[src/rtl/result_readback_seq.sv]
// Readback sequencer: waits for all enabled cores to finish, then sweeps
// a result-memory address window and streams each word as a valid/ready beat.
// Ports:
//   clk, rst              clock, async active-high reset
//   start                 pulse, begins a sweep when idle
//   core_mask, end_process core participation mask and per-core done flags
//   addr_base, addr_count sweep window, sampled on accepted start
//   addr_out, result_in   read port to the core array
//   out_data, out_valid, out_ready, out_last   result stream
//   busy, done            status (done is a one-cycle completion pulse)
module result_readback_seq #(
  parameter int NUM_CORES = 4,
  parameter int ADDR_W    = 12,
  parameter int DATA_W    = 12,
  parameter int READ_LAT  = 1
) (
  input  logic                 clk,
  input  logic                 rst,
  input  logic                 start,
  input  logic [NUM_CORES-1:0] core_mask,
  input  logic [ADDR_W-1:0]    addr_base,
  input  logic [ADDR_W:0]      addr_count,
  input  logic [NUM_CORES-1:0] end_process,
  output logic [ADDR_W-1:0]    addr_out,
  input  logic [DATA_W-1:0]    result_in,
  output logic [DATA_W-1:0]    out_data,
  output logic                 out_valid,
  input  logic                 out_ready,
  output logic                 out_last,
  output logic                 busy,
  output logic                 done
);

  localparam int CW    = ADDR_W + 1;
  localparam int LAT_W = $clog2(READ_LAT + 1);

  localparam logic [2:0] S_IDLE      = 3'd0;
  localparam logic [2:0] S_WAIT_DONE = 3'd1;
  localparam logic [2:0] S_ISSUE     = 3'd2;
  localparam logic [2:0] S_WAIT_LAT  = 3'd3;
  localparam logic [2:0] S_OUTPUT    = 3'd4;
  localparam logic [2:0] S_CHECK     = 3'd5;
  localparam logic [2:0] S_FINISH    = 3'd6;

  logic [2:0]        state;
  logic [ADDR_W-1:0] base;
  logic [CW-1:0]     count;
  logic [CW-1:0]     index;
  logic [LAT_W-1:0]  lat_cnt;
  logic              all_done;
  logic              is_last;

  // Masked-off cores count as finished.
  assign all_done = &(end_process | ~core_mask);
  assign is_last  = (index == count - CW'(1));

  // Decoded from state so reset clears them without a cycle of lag.
  assign busy = (state != S_IDLE);
  assign done = (state == S_FINISH);

  always_ff @(posedge clk or posedge rst) begin
    if (rst) begin
      state     <= S_IDLE;
      base      <= '0;
      count     <= '0;
      index     <= '0;
      lat_cnt   <= '0;
      addr_out  <= '0;
      out_data  <= '0;
      out_valid <= 1'b0;
      out_last  <= 1'b0;
    end else begin
      unique case (state)
        S_IDLE: begin
          if (start) begin
            base  <= addr_base;
            count <= addr_count;
            index <= '0;
            state <= S_WAIT_DONE;
          end
        end
        S_WAIT_DONE: begin
          if (count == '0) state <= S_FINISH;
          else if (all_done) state <= S_ISSUE;
        end
        S_ISSUE: begin
          // Window may run past the top of memory; it wraps.
          addr_out <= base + index[ADDR_W-1:0];
          lat_cnt  <= LAT_W'(READ_LAT);
          state    <= S_WAIT_LAT;
        end
        S_WAIT_LAT: begin
          if (lat_cnt == '0) begin
            out_data  <= result_in;
            out_valid <= 1'b1;
            out_last  <= is_last;
            state     <= S_OUTPUT;
          end else begin
            lat_cnt <= lat_cnt - LAT_W'(1);
          end
        end
        S_OUTPUT: begin
          if (out_ready) begin
            out_valid <= 1'b0;
            out_last  <= 1'b0;
            if (out_last) begin
              state <= S_FINISH;
            end else begin
              index <= index + CW'(1);
              state <= S_CHECK;
            end
          end
        end
        S_CHECK: begin
          // A core dropping done parks us; the same index is re-issued.
          state <= all_done ? S_ISSUE : S_WAIT_DONE;
        end
        S_FINISH: state <= S_IDLE;
        default:  state <= S_IDLE;
      endcase
    end
  end

endmodule
[config.mk]
export PLATFORM = sky130hd
export DESIGN_NAME = result_readback_seq
export DESIGN_NICKNAME = d
export VERILOG_FILES = /design/src/rtl/result_readback_seq.sv
export SDC_FILE = /design/constraint.sdc
export NUM_CORES = 1
export LEC_CHECK = 0
export ABC_AREA = 1
export CAP_MARGIN = 5
export CELL_PAD_IN_SITES_DETAIL_PLACEMENT = 1
export CELL_PAD_IN_SITES_GLOBAL_PLACEMENT = 2
export CORE_MARGIN = 5
export CORE_UTILIZATION = 33
export CTS_BUF_LIST = sky130_fd_sc_hd__clkbuf_8
export DETAILED_ROUTE_END_ITERATION = 6
export HOLD_SLACK_MARGIN = 0.02
export PLACE_DENSITY = 0.95
export SLEW_MARGIN = 20
export SYNTH_ARGS = -nofsm -noshare
export SYNTH_HDL_FRONTEND = slang
export SYNTH_SLANG_ARGS = --single-unit
[constraint.sdc]
create_clock -name clk -period 3.6 [get_ports clk]
set_input_delay 0.72 -clock clk [delete_from_list [all_inputs] [get_ports clk]]
set_output_delay 0.72 -clock clk [all_outputs]
set_load 0.01 [all_outputs]
### After elaboration in Yosys (flattened, before gate mapping)

Cells that the tools add are included.

* output and inout bits: 28
* bits in registers: 68
* input bits: 49
* word-level logic and storage cells: 59

* mux-type cells: 19
* eq/ne operators: 12
* reduce and logical (&&, ||, !) cells: 12
* bitwise logic cells: 3
* $add $sub $neg: 4

Operators by type and width (count)
* 13-bit 2-to-1 mux: 3
* 13-bit one-hot mux with 2 select lines: 1
* 3-bit one-hot mux with 6 select lines: 1
* 3-bit 2-to-1 mux: 5
* 13-bit by 1-bit adder with 13-bit output (second input constant): 1
* 13-bit equality test: 1
* 13-bit logical NOT: 1
* 13-bit by 1-bit subtractor with 13-bit output (second input constant): 1
* 12-bit adder: 1
* 4-bit AND reduction: 3
* 3-bit equality test (second input constant): 3
* 2-bit != test (second input constant): 4
* 3-bit by 2-bit equality test with 1-bit output (second input constant): 2
* 1-bit one-hot mux with 2 select lines: 3
* 2-bit nonzero test: 3
* 1-bit 2-to-1 mux: 4
* 2-bit 2-to-1 mux: 2
* 4-bit NOT: 1
* 4-bit OR: 1
* 2-bit AND reduction: 2
* 3-bit by 1-bit equality test with 1-bit output (second input constant): 1
* 3-bit logical NOT: 1
* 3-bit != test (second input constant): 1
* 3-bit AND reduction: 1
* 3 further kinds: 3

### Longest topological paths before layout

Gate-level depths: netlist of the first run.

* word-level depth: 6
* mapped depth: 13
* mapped depth without buffers: 12

### Worst setup path before layout of the first run

OpenSTA, ideal clock, no wires.

* path kind: register to register
* start: register index[0]
* end: register addr_out[6]
* stages on the path, launching flop included: 11
* data required time: 3483 ps
* path slack: 1804 ps
* buffers on the path: 0
* arrival time: 1679 ps
* setup time: 117 ps
* path through: dfrtp_1 -> ha_1 -> inv_1 -> fa_1 -> inv_1 -> nand3_1 -> nand2_1 -> a21oi_1 -> or2_2 -> nand3_1 -> nand2_1

* word-level cells in the longest chain between the ends: 1

Ends and longest elaborated chain
* start: declaration: RTL line 48 `logic [CW-1:0] index;`
* start signal: assignment: RTL line 109 `index <= index + CW'(1);`
* 12-bit adder: RTL line 88 `addr_out <= base + index[ADDR_W-1:0];`
* end signal: assignment: RTL line 88
* end: declaration: RTL line 24 `output logic [ADDR_W-1:0] addr_out,`

Every way passes these cells.
A chain may end at the register's enable or synchronous reset.

### Worst setup path in the final report of the first run

* start: register state[0]
* end: output busy

* word-level cells in the longest chain between the ends: 1

Ends and longest elaborated chain
* start: declaration: RTL line 45 `logic [2:0] state;`
* start signal: assignment: RTL line 116 `state <= all_done ? S_ISSUE : S_WAIT_DONE;`
* 3-bit nonzero test: RTL line 58 `assign busy = (state != S_IDLE);`
* end: declaration: RTL line 30 `output logic busy,`

Every way passes these cells.

==> flow_metrics.py, run 1 <==
metrics = {
    "critical_path": {
        "timing.rr.start": "index[2]",
        "worstPathRequired_ns": 2.88,
        "slowest_stage": "clkdlybuf4s50_1",
        "arrival_ns": 1.73,
        "max_stage_delay_ns": 0.48,
        "r2r_cells": 8,
        "crit_end": "busy",
        "path_class": "register to output pin",
        "cp_top_family": "buffers and inverters",
        "start_kind": "register",
        "r2r_end": "addr_out[11]",
        "cp.depth": 5,
        "crit_path_end_kind": "output pin",
        "cp_max_fo": 5,
        "critPathBufInv": 3,
        "path_cells": "inv_2 > nand2_4 > nor2_2 > inv_1 > clkdlybuf4s50_1",
        "crit_path_start": "state[0]",
        "r2r_slack_ns": 1.55,
    },
    "clock_tree": {
        "cts_tree": "built",
        "clkLatencyLatePin_ns": 0.36,
        "clock-sinks": 68,
        "ctsHoldBuffers": 0,
        "clkSlewWorstSetupHoldPaths_ns": 0.07,
        "cts_setup_buffers": 0,
        "cts_buffers": 9,
        "clockBufferDepth": 2,
        "post_cts_resized": 0,
        "htree_levels": 3,
        "cts_root_buf": "clkbuf_8",
    },
    "detailed_routing": {
        "vias_per_cell": 4.737,
        "ant_nets": 0,
        "wl_per_cell_um": 14.29,
        "drc": 0,
        "dr_wl_met2_um": 5314,
        "drtPass1Iterations": 4,
        "wl_met3_um": 599,
        "vias": 3785,
        "drt-total-wl_um": 11420,
        "drt_iter0_drc": 114,
        "wl_met1_um": 5331,
        "top_layer_used": "met4",
    },
    "place": {
        "io_buffers": 76,
        "hpwl_um": 9019,
        "gp_congestion": 0.8643,
    },
    "logic_synthesis": {
        "synth_edf_count": 0,
        "async_reset_ff_share_pct": 100.0,
        "ys_types": 38,
        "synth.ff_latch_count": 68,
        "syn_inst": 549,
        "syn_nets": 613,
        "syn_area_per_cell_um2": 7.439,
        "synth_seq_area_share_pct": 41.67,
        "synth_area_mm2": 0.004084,
        "synth_top_flop_cell": "dfrtp_1",
        "yosys_warnings": 0,
    },
    "hold_path": {
        "worstHoldPathType": "register to register",
        "hold_depth": 2,
    },
    "timing": {
        "finalSetupTns_ns": 0,
        "finalWorstPathRequiredPeriod_ns": 2.454,
        "slew_viol_final": 0,
        "tightest_slew_ns": 0.7482,
        "skew_ns": 0.006428,
        "post-route-period-util_pct": 68.16,
        "setup_violations": 0,
        "rsz0062_at_grt": "no",
        "fmaxAchievable_mhz": 407.5,
        "hold_viol": 0,
        "maxSlewHeadroom_pct": 50.07,
    },
    "power": {
        "peakVddDrop_v": 0.0003351,
        "pwr-share-seq_pct": 35.4,
        "power.internal_uw": 2060,
        "comb_power_share_pct": 48.0,
        "p_per_area_mw_per_mm2": 691.2,
        "p_clk_share_pct": 16.6,
        "switchingPower_uw": 1527,
        "p_leak_uw": 0.002541,
        "swShare_pct": 42.57,
    },
    "global_routing": {
        "grt_pass1_wl_um": 19380,
        "grt_pass1_vias": 4055,
        "grt_max_degree": 41,
        "grt_util_all_layers_pct": 16.48,
        "antenna_found_initial": 0,
        "gr-total-overflow": 0,
    },
    "layout": {
        "fillCellCount": 1526,
        "antenna_cells": 0,
        "drive_above_1_share_pct": 6.498,
        "utilization_pct": 43.02,
        "fin_nets": 690,
        "area_delta_synth_final_pct": 27.05,
    },
    "die": {
        "initial_core_util_pct": 33.86,
        "rows": 40,
        "dieArea_mm2": 0.01470,
        "die_w_um": 121.2,
        "core-area_mm2": 0.01206,
        "die_h_um": 121.2,
        "io_pins": 77,
    },
    "status": {
        "outcome": "complete, no violations",
    },
    "run": {
        "maxCapViolCount": 0,
    },
}
## sequential cells by signal, summed over array words and instances (netlist names)
register   flops
count         13
lat_cnt        1
out_valid      1
state          3
out_data      12
base          12
addr_out      12
out_last       1
index         13
## per-stage QoR
step / hold slack (ns) / area, µm² / power [µW] / std cells / setup slack [ns]
finish: 0.4757 / 5189 / 3587 / 799 / 1.146
global route: 0.4933 / 5189 / 3924 / 799 / 1.049
CTS: 0.4796 / 5189 / 3650 / 799 / 1.119
detailed placement: 0.4649 / 5007 / 3033 / 783 / 1.260
global placement: 0.4527 / 5007 / 2947 / 783 / 1.339
floorplan: 0.4483 / 4084 / 2363 / 549 / 1.168
## worst min-delay path by stage
stage,endpoint,start
final,out_data[6],out_data[6]
after global placement,out_data[0],out_data[0]
after CTS,out_data[6],out_data[6]
after detailed placement,out_data[4],out_data[4]
after floorplan,base[0],base[0]
after global routing,out_data[6],out_data[6]
## cell families after synthesis
group                    after synthesis  synth area share (%)
AND/OR/NAND/NOR                      316                 34.07
buffers and inverters                 71                 7.384
flip-flops                            68                 41.67
AO/OA/AOI/OAI                         65                 9.099
adder cells (fa/ha/maj)               15                 4.779
XOR/XNOR                              14                 3.003
## placed cells by master, fill, tap and decap left out, types with 8 or more instances in the layout
cell type	netlist	layout
clkdlybuf4s50_1	0	76
a21oi_1	16	16
nor3_1	10	10
dfrtp_1	68	68
xor2_1	8	8
clkbuf_8	0	12
nor2_1	38	37
o21ai_0	26	26
ha_1	14	14
nand4_1	10	10
inv_1	55	57
nand3_1	30	30
nand2_1	207	207
## cell type report
cell class,count,area [µm²],area share (%)
clock inverters,4,16.27,0.3135
multi-input cells,410,2083,40.15
clock buffers,12,165.2,3.183
repair buffers,78,788.3,15.19
flip-flops and latches,68,1702,32.79
well taps,168,210.2,4.051
inverters,59,224.0,4.316
## tightest hold or removal path, stage by stage (launching register included)
cell	delay, ns
dfrtp_1	0.35
nand2_1	0.05
nand2_1	0.05
## synth_stat cells, types with 2 or more instances
cell	instances	share of area, %
nor2_4	4	1.1
nand3b_1	2	0.37
a211oi_1	2	0.37
a21boi_0	3	0.55
buf_6	3	0.83
o21ai_1	4	0.49
inv_2	3	0.28
nand3_1	30	3.7
buf_4	2	0.37
xnor2_1	6	1.3
inv_1	55	5.1
nand2_4	4	1.1
xor2_1	8	1.7
ha_1	14	4.3
a21oi_1	16	2.0
nor2_1	38	3.5
clkbuf_1	5	0.46
nor2_2	3	0.46
o31ai_1	6	1.1
nand4_1	10	1.5
nand2_1	207	19
nor3_2	3	0.74
o21a_1	2	0.37
nor3_1	10	1.2
o21ai_0	26	3.2
or2_2	2	0.31
a21o_1	2	0.37
buf_2	2	0.25
dfrtp_1	68	42
## routing by layer
layer	track usage, %	up-vias
met5	0	-
met4	5.602	0
met3	4.522	12
met2	27.72	67
met1	20.37	1800
li1	-	1906
## power groups by stage
stage	clock network, µW	registers, µW	logic, µW
2_1_floorplan	0	1300	1070
5_1_grt	646	1310	1970
3_3_place_gp	0	1270	1680
3_5_place_dp	0	1280	1750
4_1_cts	617	1270	1760
6_report	594	1270	1720
No activity file was read; power rests on OpenSTA's default activity.
==> inputs of run 2 (changes only) <==
--- a/config.mk
+++ b/config.mk
@@ -10,11 +10,11 @@
 export CELL_PAD_IN_SITES_DETAIL_PLACEMENT = 1
 export CELL_PAD_IN_SITES_GLOBAL_PLACEMENT = 2
 export CORE_MARGIN = 5
-export CORE_UTILIZATION = 33
+export CORE_UTILIZATION = 28
 export CTS_BUF_LIST = sky130_fd_sc_hd__clkbuf_8
 export DETAILED_ROUTE_END_ITERATION = 6
 export HOLD_SLACK_MARGIN = 0.02
-export PLACE_DENSITY = 0.95
+export PLACE_DENSITY = 0.87
 export SLEW_MARGIN = 20
 export SYNTH_ARGS = -nofsm -noshare
 export SYNTH_HDL_FRONTEND = slang
==> constraint.sdc (replaced) <==
create_clock -name clk -period 2.2 [get_ports clk]
set_input_delay 0.44 -clock clk [delete_from_list [all_inputs] [get_ports clk]]
set_output_delay 0.44 -clock clk [all_outputs]
set_load 0.01 [all_outputs]
==> flow_metrics.py, run 2 (synthesized netlist as in run 1, its figures left out) <==
metrics = {
    "place": {
        "placed_cell_area_mm2": 0.005077,
        "hpwl_um": 9534,
        "io_buffers": 76,
        "gp_congestion": 0.8400,
    },
    "global_routing": {
        "gr-total-overflow": 0,
        "antenna_found_initial": 0,
        "grt_max_degree": 25,
        "grt_pass1_vias": 4093,
        "grt_pass1_wl_um": 19790,
        "grt_util_all_layers_pct": 14.70,
    },
    "critical_path": {
        "worstPathRequired_ns": 1.76,
        "max_stage_delay_ns": 0.48,
        "r2r_cells": 8,
        "cp_max_fo": 5,
        "slowest_stage": "clkdlybuf4s50_1",
        "crit_path_start": "state[0]",
        "arrival_ns": 1.68,
        "crit_path_end_kind": "output pin",
        "timing.rr.start": "index[2]",
        "r2r_slack_ns": 0.18,
        "path_cells": "inv_2 > nand2_4 > nor2_4 > inv_1 > clkdlybuf4s50_1",
        "path_class": "register to output pin",
        "start_kind": "register",
    },
    "run": {
        "maxCapViolCount": 0,
    },
    "detailed_routing": {
        "vias": 3817,
        "drc": 0,
        "ant_nets": 0,
        "vias_per_cell": 4.661,
        "drt-total-wl_um": 11960,
        "drtPass1Iterations": 4,
        "drt_iter0_drc": 143,
        "wl_per_cell_um": 14.60,
    },
    "clock_tree": {
        "cts_tree": "built",
        "clock-sinks": 68,
        "clkLatencyLatePin_ns": 0.36,
        "post_cts_resized": 0,
        "cts_buffers": 9,
        "ctsHoldBuffers": 0,
        "clockBufferDepth": 2,
        "htree_levels": 3,
        "cts_root_buf": "clkbuf_8",
        "cts_setup_buffers": 0,
        "clkSlewWorstSetupHoldPaths_ns": 0.07,
    },
    "timing": {
        "rsz0062_at_grt": "no",
        "skew_ns": 0.01083,
        "setup_violations": 0,
        "fmaxAchievable_mhz": 471.0,
        "hold_viol": 0,
        "slew_viol_final": 0,
        "post-route-period-util_pct": 96.51,
        "finalSetupTns_ns": 0,
        "tightest_slew_ns": 0.5950,
        "maxSlewHeadroom_pct": 60.28,
        "finalWorstPathRequiredPeriod_ns": 2.123,
    },
    "power": {
        "p_per_area_mw_per_mm2": 1129,
        "p_leak_uw": 0.002578,
        "peakVddDrop_v": 0.0004367,
    },
    "die": {
        "dieArea_mm2": 0.01710,
        "die_w_um": 130.8,
        "initial_core_util_pct": 28.31,
        "die_h_um": 130.8,
        "io_pins": 77,
        "core-area_mm2": 0.01442,
        "rows": 44,
    },
    "layout": {
        "fin_nets": 695,
        "area_delta_synth_final_pct": 28.68,
        "utilization_pct": 36.43,
        "final_cell_area_mm2": 0.005255,
        "top_regs": "count (13), index (13)",
        "drive_above_1_share_pct": 7.402,
        "final_common_cell": "nand2_1",
        "fillCellCount": 1798,
        "antenna_cells": 0,
        "mostFrequentLayoutCells": "nand2_1, clkdlybuf4s50_1, dfrtp_1",
    },
    "status": {
        "outcome": "complete, no violations",
    },
    "hold_path": {
        "worstHoldPathType": "input pin to async pin",
    },
}
-- run 2: area by class of cell --
class | instances | area (µm²) | area share [%]
Clock inverter | 4 | 17.52 | 0.3333
Sequential cell | 68 | 1703 | 32.40
Tap cell | 184 | 230.2 | 4.381
Timing Repair Buffer | 83 | 840.8 | 16.00
Multi-Input combinational cell | 410 | 2088 | 39.74
Inverter | 59 | 224.0 | 4.262
Clock buffer | 11 | 151.4 | 2.881
-- run 2: path summary, 6_finish.rpt --
path,endpoint
max reg2reg,addr_out[11]
min reg2reg,out_data[1]
min,out_data[5]
max in group asynchronous,count[9]
min in group clk,out_data[1]
max,busy
-- run 2: routing by layer --
metal / vias up / global-route usage, % / routed length, µm
li1: 1911 / - / -
met1: 1821 / 18.56 / 5508
met2: 72 / 24.65 / 5656
met3: 13 / 3.659 / 633
met4: 0 / 4.900 / 159
met5: - / 0 / 0
-- run 2: through the flow --
step / power, µW / setup slack [ns] / hold WS (ns) / cells
floorplan: 3867 / 0.04849 / 0.4483 / 549
CTS: 6011 / 0.01353 / 0.4803 / 819
finish: 5932 / 0.07678 / 0.4662 / 819
global route: 6438 / 0.008559 / 0.5111 / 819
global placement: 4934 / 0.2912 / 0.4537 / 804
detailed placement: 5038 / 0.2151 / 0.4622 / 804
-- run 2: critical path, delay by kind of cell, from the launching register on --
family,cells,cell delay [ns]
buf+inv,3,0.69
flops,1,0.45
simple gates,2,0.19
-- run 2: report_power, final --
group	internal [µW]	switching [µW]	total, µW
Sequential	1730	377	2100
Clock	453	478	931
Combinational	1200	1700	2900
